`config.mk`:
```
export PLATFORM = sky130hd
export DESIGN_NAME = lcd_cmd_arbiter
export DESIGN_NICKNAME = d
export VERILOG_FILES = /design/src/rtl/lcd_cmd_arbiter.sv
export SDC_FILE = /design/constraint.sdc
export NUM_CORES = 1
export LEC_CHECK = 0
export CAP_MARGIN = 30
export CORE_AREA = 2 2 79 74
export DETAILED_ROUTE_END_ITERATION = 7
export DIE_AREA = 0 0 81 76
export PLACE_DENSITY_LB_ADDON = 0.05
export SKIP_CTS_REPAIR_TIMING = 1
export SLEW_MARGIN = 20
export SYNTH_ARGS = -nofsm -noshare
export SYNTH_HDL_FRONTEND = slang
export SYNTH_SLANG_ARGS = --single-unit
export TNS_END_PERCENT = 30
```
`constraint.sdc`:
```
create_clock -name clk -period 1.4 [get_ports clk]
set_input_delay 0.28 -clock clk [delete_from_list [all_inputs] [get_ports clk]]
set_output_delay 0.28 -clock clk [all_outputs]
set_load 0.05 [all_outputs]
```
`src/rtl/lcd_cmd_arbiter.sv`:
```
// lcd_cmd_arbiter
// Round-robin arbiter that funnels command words from two requesters into a
// single LCD write engine. One command is in flight at a time. Each completion
// (lcd_ok) is followed by a fixed idle gap before the next grant.
//
// Optional feature: define LCD_ARB_TIMEOUT_EN to bound the WAIT state to
// TIMEOUT cycles. On expiry the sticky err flag is set and the transfer is
// closed with an ack as if the engine had answered.
//
// Reset is synchronous and active-low on rst.

module lcd_cmd_arbiter #(
   parameter int GAP_CYCLES = 3,
   parameter int TIMEOUT    = 200000
) (
   input  logic        clk,
   input  logic        rst,
   input  logic        req0,
   input  logic [25:0] din0,
   output logic        ack0,
   input  logic        req1,
   input  logic [25:0] din1,
   output logic        ack1,
   output logic [25:0] lcd_din,
   output logic        lcd_intr,
   input  logic        lcd_ok,
   output logic        busy,
   output logic        owner,
   output logic        err
);

   localparam int GW = (GAP_CYCLES < 1) ? 1 : $clog2(GAP_CYCLES + 1);
   localparam int TW = (TIMEOUT < 2) ? 1 : $clog2(TIMEOUT + 1);

   // Reject parameter values that would make the gap or timeout meaningless.
   if (GAP_CYCLES < 0 || TIMEOUT < 1) begin : g_bad_param
      $error("lcd_cmd_arbiter: GAP_CYCLES must be >= 0 and TIMEOUT >= 1");
   end

   typedef enum logic [1:0] {
      ST_IDLE  = 2'd0,
      ST_ISSUE = 2'd1,
      ST_WAIT  = 2'd2,
      ST_GAP   = 2'd3
   } state_t;

   state_t          state_q,    state_d;
   logic [25:0]     lcd_din_q,  lcd_din_d;
   logic            lcd_intr_q, lcd_intr_d;
   logic            ack0_q,     ack0_d;
   logic            ack1_q,     ack1_d;
   logic            owner_q,    owner_d;
   logic            ptr_q,      ptr_d;      // requester favoured on a tie
   logic [GW-1:0]   gap_cnt_q,  gap_cnt_d;
   logic            busy_q,     busy_d;
   logic            any_req_s;
   logic            gnt_s;
   logic            done_s;
`ifdef LCD_ARB_TIMEOUT_EN
   logic [TW-1:0]   tmo_cnt_q,  tmo_cnt_d;
   logic            err_q,      err_d;
   logic            tmo_hit_s;
`endif

   // Pick the requester to grant: round-robin on a tie, otherwise whoever asks.
   always_comb begin
      any_req_s = req0 | req1;
      if (req0 && req1) begin
         gnt_s = ptr_q;
      end else if (req1) begin
         gnt_s = 1'b1;
      end else begin
         gnt_s = 1'b0;
      end
   end

   // Next-state and registered-output logic for the arbitration FSM.
   always_comb begin
      state_d    = state_q;
      lcd_din_d  = lcd_din_q;
      lcd_intr_d = 1'b0;
      ack0_d     = 1'b0;
      ack1_d     = 1'b0;
      owner_d    = owner_q;
      ptr_d      = ptr_q;
      gap_cnt_d  = gap_cnt_q;
      done_s     = 1'b0;
`ifdef LCD_ARB_TIMEOUT_EN
      tmo_cnt_d  = tmo_cnt_q;
      err_d      = err_q;
      tmo_hit_s  = (tmo_cnt_q == TW'(TIMEOUT - 1));
`endif

      case (state_q)
         ST_IDLE: begin
            if (any_req_s) begin
               state_d    = ST_ISSUE;
               owner_d    = gnt_s;
               lcd_din_d  = gnt_s ? din1 : din0;
               lcd_intr_d = 1'b1;    // high for the single ISSUE cycle
            end else begin
               state_d    = ST_IDLE;
            end
         end
         ST_ISSUE: begin
            state_d = ST_WAIT;
`ifdef LCD_ARB_TIMEOUT_EN
            tmo_cnt_d = {TW{1'b0}};
`endif
         end
         ST_WAIT: begin
            if (lcd_ok) begin
               done_s = 1'b1;        // lcd_ok wins over a coincident timeout
`ifdef LCD_ARB_TIMEOUT_EN
            end else if (tmo_hit_s) begin
               done_s = 1'b1;
               err_d  = 1'b1;
`endif
            end else begin
               done_s = 1'b0;
`ifdef LCD_ARB_TIMEOUT_EN
               tmo_cnt_d = tmo_cnt_q + TW'(1);
`endif
            end
         end
         ST_GAP: begin
            if (gap_cnt_q == {GW{1'b0}}) begin
               state_d   = ST_IDLE;
            end else begin
               gap_cnt_d = gap_cnt_q - GW'(1);
            end
         end
         default: begin
            state_d = ST_IDLE;
         end
      endcase

      // Close the transfer: ack the owner, hand priority to the other side.
      if (done_s) begin
         state_d   = ST_GAP;
         ack0_d    = ~owner_q;
         ack1_d    = owner_q;
         ptr_d     = ~owner_q;
         gap_cnt_d = GW'(GAP_CYCLES);
      end else begin
         ptr_d     = ptr_d;
      end

      busy_d = (state_d != ST_IDLE);
   end

   // State and output registers with synchronous active-low reset.
   always_ff @(posedge clk) begin
      if (!rst) begin
         state_q    <= ST_IDLE;
         lcd_din_q  <= 26'd0;
         lcd_intr_q <= 1'b0;
         ack0_q     <= 1'b0;
         ack1_q     <= 1'b0;
         owner_q    <= 1'b0;
         ptr_q      <= 1'b0;
         gap_cnt_q  <= {GW{1'b0}};
         busy_q     <= 1'b0;
      end else begin
         state_q    <= state_d;
         lcd_din_q  <= lcd_din_d;
         lcd_intr_q <= lcd_intr_d;
         ack0_q     <= ack0_d;
         ack1_q     <= ack1_d;
         owner_q    <= owner_d;
         ptr_q      <= ptr_d;
         gap_cnt_q  <= gap_cnt_d;
         busy_q     <= busy_d;
      end
   end

`ifdef LCD_ARB_TIMEOUT_EN
   // WAIT-state timeout counter and sticky error flag.
   always_ff @(posedge clk) begin
      if (!rst) begin
         tmo_cnt_q <= {TW{1'b0}};
         err_q     <= 1'b0;
      end else begin
         tmo_cnt_q <= tmo_cnt_d;
         err_q     <= err_d;
      end
   end

   assign err = err_q;
`else
   assign err = 1'b0;
`endif

   assign lcd_din  = lcd_din_q;
   assign lcd_intr = lcd_intr_q;
   assign ack0     = ack0_q;
   assign ack1     = ack1_q;
   assign owner    = owner_q;
   assign busy     = busy_q;

endmodule

```
== After elaboration in Yosys (flattened, before gate mapping) ==
Index checks and enable logic that the tools add are counted.
Storage, ports and cells
  logic and storage cells: 38
  flip-flop bits (word level): 36
  memories kept: 0
  ROM bits: 0
  output and inout bits: 32
  bits in writable memories: 0
  latch bits: 0
  bits of input ports: 57
Operators by class
  muxes and demuxes: 13
  shift-type cells: 0
  divide/modulo/power cells: 0
  equality and inequality tests: 4
  bitwise logic cells: 2
  magnitude comparators: 0
  reduce and logical (&&, ||, !) cells: 9
  $add $sub $neg: 1
  multipliers: 0
Operator list (count)
  $mux 26: 1
  $mux 2: 5
  $reduce_and 2->1: 4
  $mux 1: 6
  $pmux 2 s3: 1
  $eq 2x2->1 const B: 2
  $logic_not 2->1: 2
  $reduce_bool 2->1: 2
  $eq 2x1->1 const B: 1
  $ne 2x2->1 const B: 1
  $sub 2x1->2 const B: 1
  $logic_and 1x1->1: 1
  $not 1->1: 1
  $or 1x1->1: 1

== Depth between registers and ports, before layout ==
Gate-level depths: netlist of run 1.
  depth after elaboration: 5
  gate-level depth with buffers: 6
  gate-level depth less buffers: 5

== Worst setup path after synthesis of run 1 ==
OpenSTA, ideal clock, no wires.
  path kind: reg2reg
  start point: register state_q[0]
  end point: register lcd_din_q[10], in the netlist lcd_din[10]
  data required time: 1278 ps
  setup time: 122 ps
  clock period less this slack: 1298 ps
  path slack: 102 ps
  data arrival time: 1176 ps
  path buffers: 3
  cell stages (with the launch flop): 7
  cells stage by stage: dfxtp_1 -> buf_6 -> nor2_2 -> o21ai_2 -> buf_6 -> buf_8 -> o311a_1
On the way
  cells in the longest elaborated chain, start to end: 2
Ends and longest elaborated chain
  from (decl): line 47  | state_t state_q, state_d;
  from (signal assigned): line 165  | state_q <= state_d;
  $logic_not 2->1: line 94  | case (state_q)
  $reduce_and 2->1 (no line)
  to (signal assigned): line 166  | lcd_din_q <= lcd_din_d;
  to (decl): line 48  | logic [25:0] lcd_din_q, lcd_din_d;
No other way between the ends.
A chain may end at the register's enable or synchronous reset.

== Worst setup path after layout of run 1 ==
  start point: register ptr_q
  end point: register lcd_din_q[22], in the netlist lcd_din[22]
On the way
  cells in the longest elaborated chain, start to end: 2
Ends and longest elaborated chain
  from (decl): line 53  | logic ptr_q, ptr_d;
  from (signal assigned): line 171  | ptr_q <= ptr_d;
  $mux 1: line 68  | if (req0 && req1) begin
  $mux 26: line 99  | lcd_din_d = gnt_s ? din1 : din0;
No other way between the ends.

==> results.sh, run 1 <==
export IMPL_outcome="completed"
export IMPL_ant_nets=0
export IMPL_drt_total_wl_um=5460
export IMPL_path_max_fanout=14
export IMPL_clock_sinks=36
export IMPL_yosys_warnings=0
export IMPL_grt_pass1_vias=1789
export IMPL_via_count=1882
export IMPL_row_count=26
export IMPL_min_period_over_period=0.918
export IMPL_drv_slew=0
export IMPL_io_buffers=87
export IMPL_synth_most_common_cell="dfxtp_1"
export IMPL_cts_root_buffer="clkbuf_8"
export IMPL_dpl_cell_area_um2=3280
export IMPL_coreArea_um2=5400
export IMPL_setup_viol=0
export IMPL_grt_max_degree=35
export IMPL_powerDensity_nw_per_um2=1140
export IMPL_path_clk_slew_ps=70
export IMPL_finalSetupTns_ps=0
export IMPL_post_route_cell_area_um2=3380
export IMPL_cts_buffers=5
export IMPL_syn_inst=201
export IMPL_vias_per_cell=5.21
export IMPL_ios=89
export IMPL_path_class="reg2reg"
export IMPL_synth_main_ff_cell="dfxtp_1"
export IMPL_drc=0
export IMPL_syn_cell_area_um2=1970
export IMPL_yosysUniqueCellTypes=30
export IMPL_critPathCaptureType="flip-flop"
export IMPL_initial_core_util=0.365
export IMPL_dp_hpwl_um=4040
export IMPL_ys_top_cells_by_area="dfxtp_1, o311a_1, o21bai_2"
export IMPL_maxCapViolCount=0
export IMPL_layout_drive_gt1_share=0.275
export IMPL_nNetsFinal=348
export IMPL_grt_pass1_wl_um=8740
export IMPL_hp_start="owner"
export IMPL_synth_top_cell_area_share=0.365
export IMPL_ys_async_sr_fraction=0
export IMPL_overflow=0
export IMPL_dieArea_um2=6160
export IMPL_cts_buffer_depth=2
export IMPL_synth_avg_cell_area_um2=9.81
export IMPL_die_h_um=76
export IMPL_track_usage=0.180
export IMPL_p_leak_uw=0.00150
export IMPL_fmax_mhz=778
export IMPL_drt_iter0_drc=55
export IMPL_synth_edf_count=0
export IMPL_syn_to_final_growth_pct=71.4
export IMPL_startpoint="ptr_q"
export IMPL_ff2ff_path_depth=4
export IMPL_final_hold_violation_count=0
export IMPL_reg2reg_slack_ps=110
export IMPL_yosysTopAreaCell="dfxtp_1"
export IMPL_cp_required_ps=1570
export IMPL_place_congestion=0.733
export IMPL_startpoint_type="flip-flop"
export IMPL_dieWidth_um=81
export IMPL_yosysSeqAreaShare=0.365
export IMPL_ir_drop_mv=0.550
export IMPL_antenna_found_initial=0
export IMPL_hold_path_depth=1
export IMPL_dr_pass1_iters=4
export IMPL_yosys_top_cells_count="dfxtp_1, and3_1, a21boi_0, o311a_1, o21bai_2"
export IMPL_synth_seq_cells=36
export IMPL_syn_num_nets=259
export IMPL_worstSkewPairLatency_ps=280
export IMPL_diodes=0
export IMPL_skew_ps=3.19
export IMPL_fin_crit_ps=1290
export IMPL_arrival_ps=1460
export IMPL_h_tree_depth=2
export IMPL_rsz0062_at_grt="no"
export IMPL_hold_path_class="reg2reg"
export IMPL_wire_per_inst_um=15.1
export IMPL_cts_tree="built"
export IMPL_r2r_start="ptr_q"
layer usage:
layer,vias to the layer above,share of wire,wire [µm],track usage
met1,871,0.43,2340,0.234
met2,67,0.50,2720,0.293
met5,-,0,0,0
li1,938,-,-,-
met3,6,0.062,340,0.0509
met4,0,0.012,67,0.0458
worst paths after layout:
kind,endpoint
setup / recovery,lcd_din[22]
hold / removal,ack0
setup reg to reg,lcd_din[22]
hold reg to reg,ack0
worst max-delay path, stage by stage, from the launching register on:
cell	delay (ps)
dfxtp_1	320
nand2b_2	210
buf_4	190
and3_1	180
o311a_1	280
report_power, final:
part           internal [µW]  total, µW  switching [µW]
registers               1160       1300             137
logic                    950       1790             844
clock network            393        758             365
total                   2510       3850            1350
state kept, by name (all words and copies together), names as in the netlist:
register,cells
lcd_intr,1
lcd_din,26
ack1,1
ack0,1
state_q,2
owner,1
gap_cnt_q,2
busy,1
ptr_q,1
cells in the final DEF, fill, tap and decap left out, types with 2 or more instances in the layout:
cell type | synthesis | layout
a21boi_0 | 26 | 26
a21oi_1 | 5 | 5
and3_1 | 27 | 27
buf_12 | 0 | 35
buf_4 | 1 | 14
clkbuf_8 | 0 | 6
clkdlybuf4s50_1 | 0 | 54
clkinv_2 | 0 | 2
dfxtp_1 | 36 | 36
dlymetal6s2s_1 | 0 | 2
inv_1 | 3 | 3
mux2i_1 | 2 | 2
nand2_1 | 4 | 4
nand3_1 | 2 | 2
nor2_1 | 4 | 4
nor2b_1 | 2 | 2
o21ai_0 | 3 | 3
o21bai_1 | 8 | 8
o21bai_2 | 18 | 18
o311a_1 | 26 | 26
kinds of logic after synthesis:
group,count (synthesis),synth area share
AOI/OAI and AO/OA,90,0.399
adders and majority gates,1,0.00634
buffers and inverters,27,0.0838
DFF,36,0.365
muxes,2,0.0102
other,1,0.00190
and+or+nand+nor,44,0.133
area by class of cell:
class                           instances  area [µm²]
Sequential cell                        36         721
Tap cell                               70        87.6
Fill cell                             468        2020
Clock buffer                            6        82.6
Clock inverter                          2        10.0
Inverter                                3        11.3
Multi-Input combinational cell        138        1090
Timing Repair Buffer                  106        1380
metrics by stage:
stage | total power (µW) | util | worst slack [ps] | hold WS [ps] | instances
2_1_floorplan | 2280 | - | 102 | 464 | 201
3_3_place_gp | 3110 | 0.607 | -312 | 496 | 353
3_5_place_dp | 3130 | 0.607 | -327 | 500 | 353
4_1_cts | 3900 | 0.624 | -26.5 | 518 | 361
5_1_grt | 4030 | 0.626 | 49.5 | 548 | 361
6_report | 3850 | 0.626 | 115 | 513 | 361
Power figures use the tool's default switching activity.
==> run 2, diff against run 1 <==
CTS_CLUSTER_DIAMETER = 100   (was default)
==> results of run 2 <==
No change in the layout: final DEF, timing and power equal those of run 1.
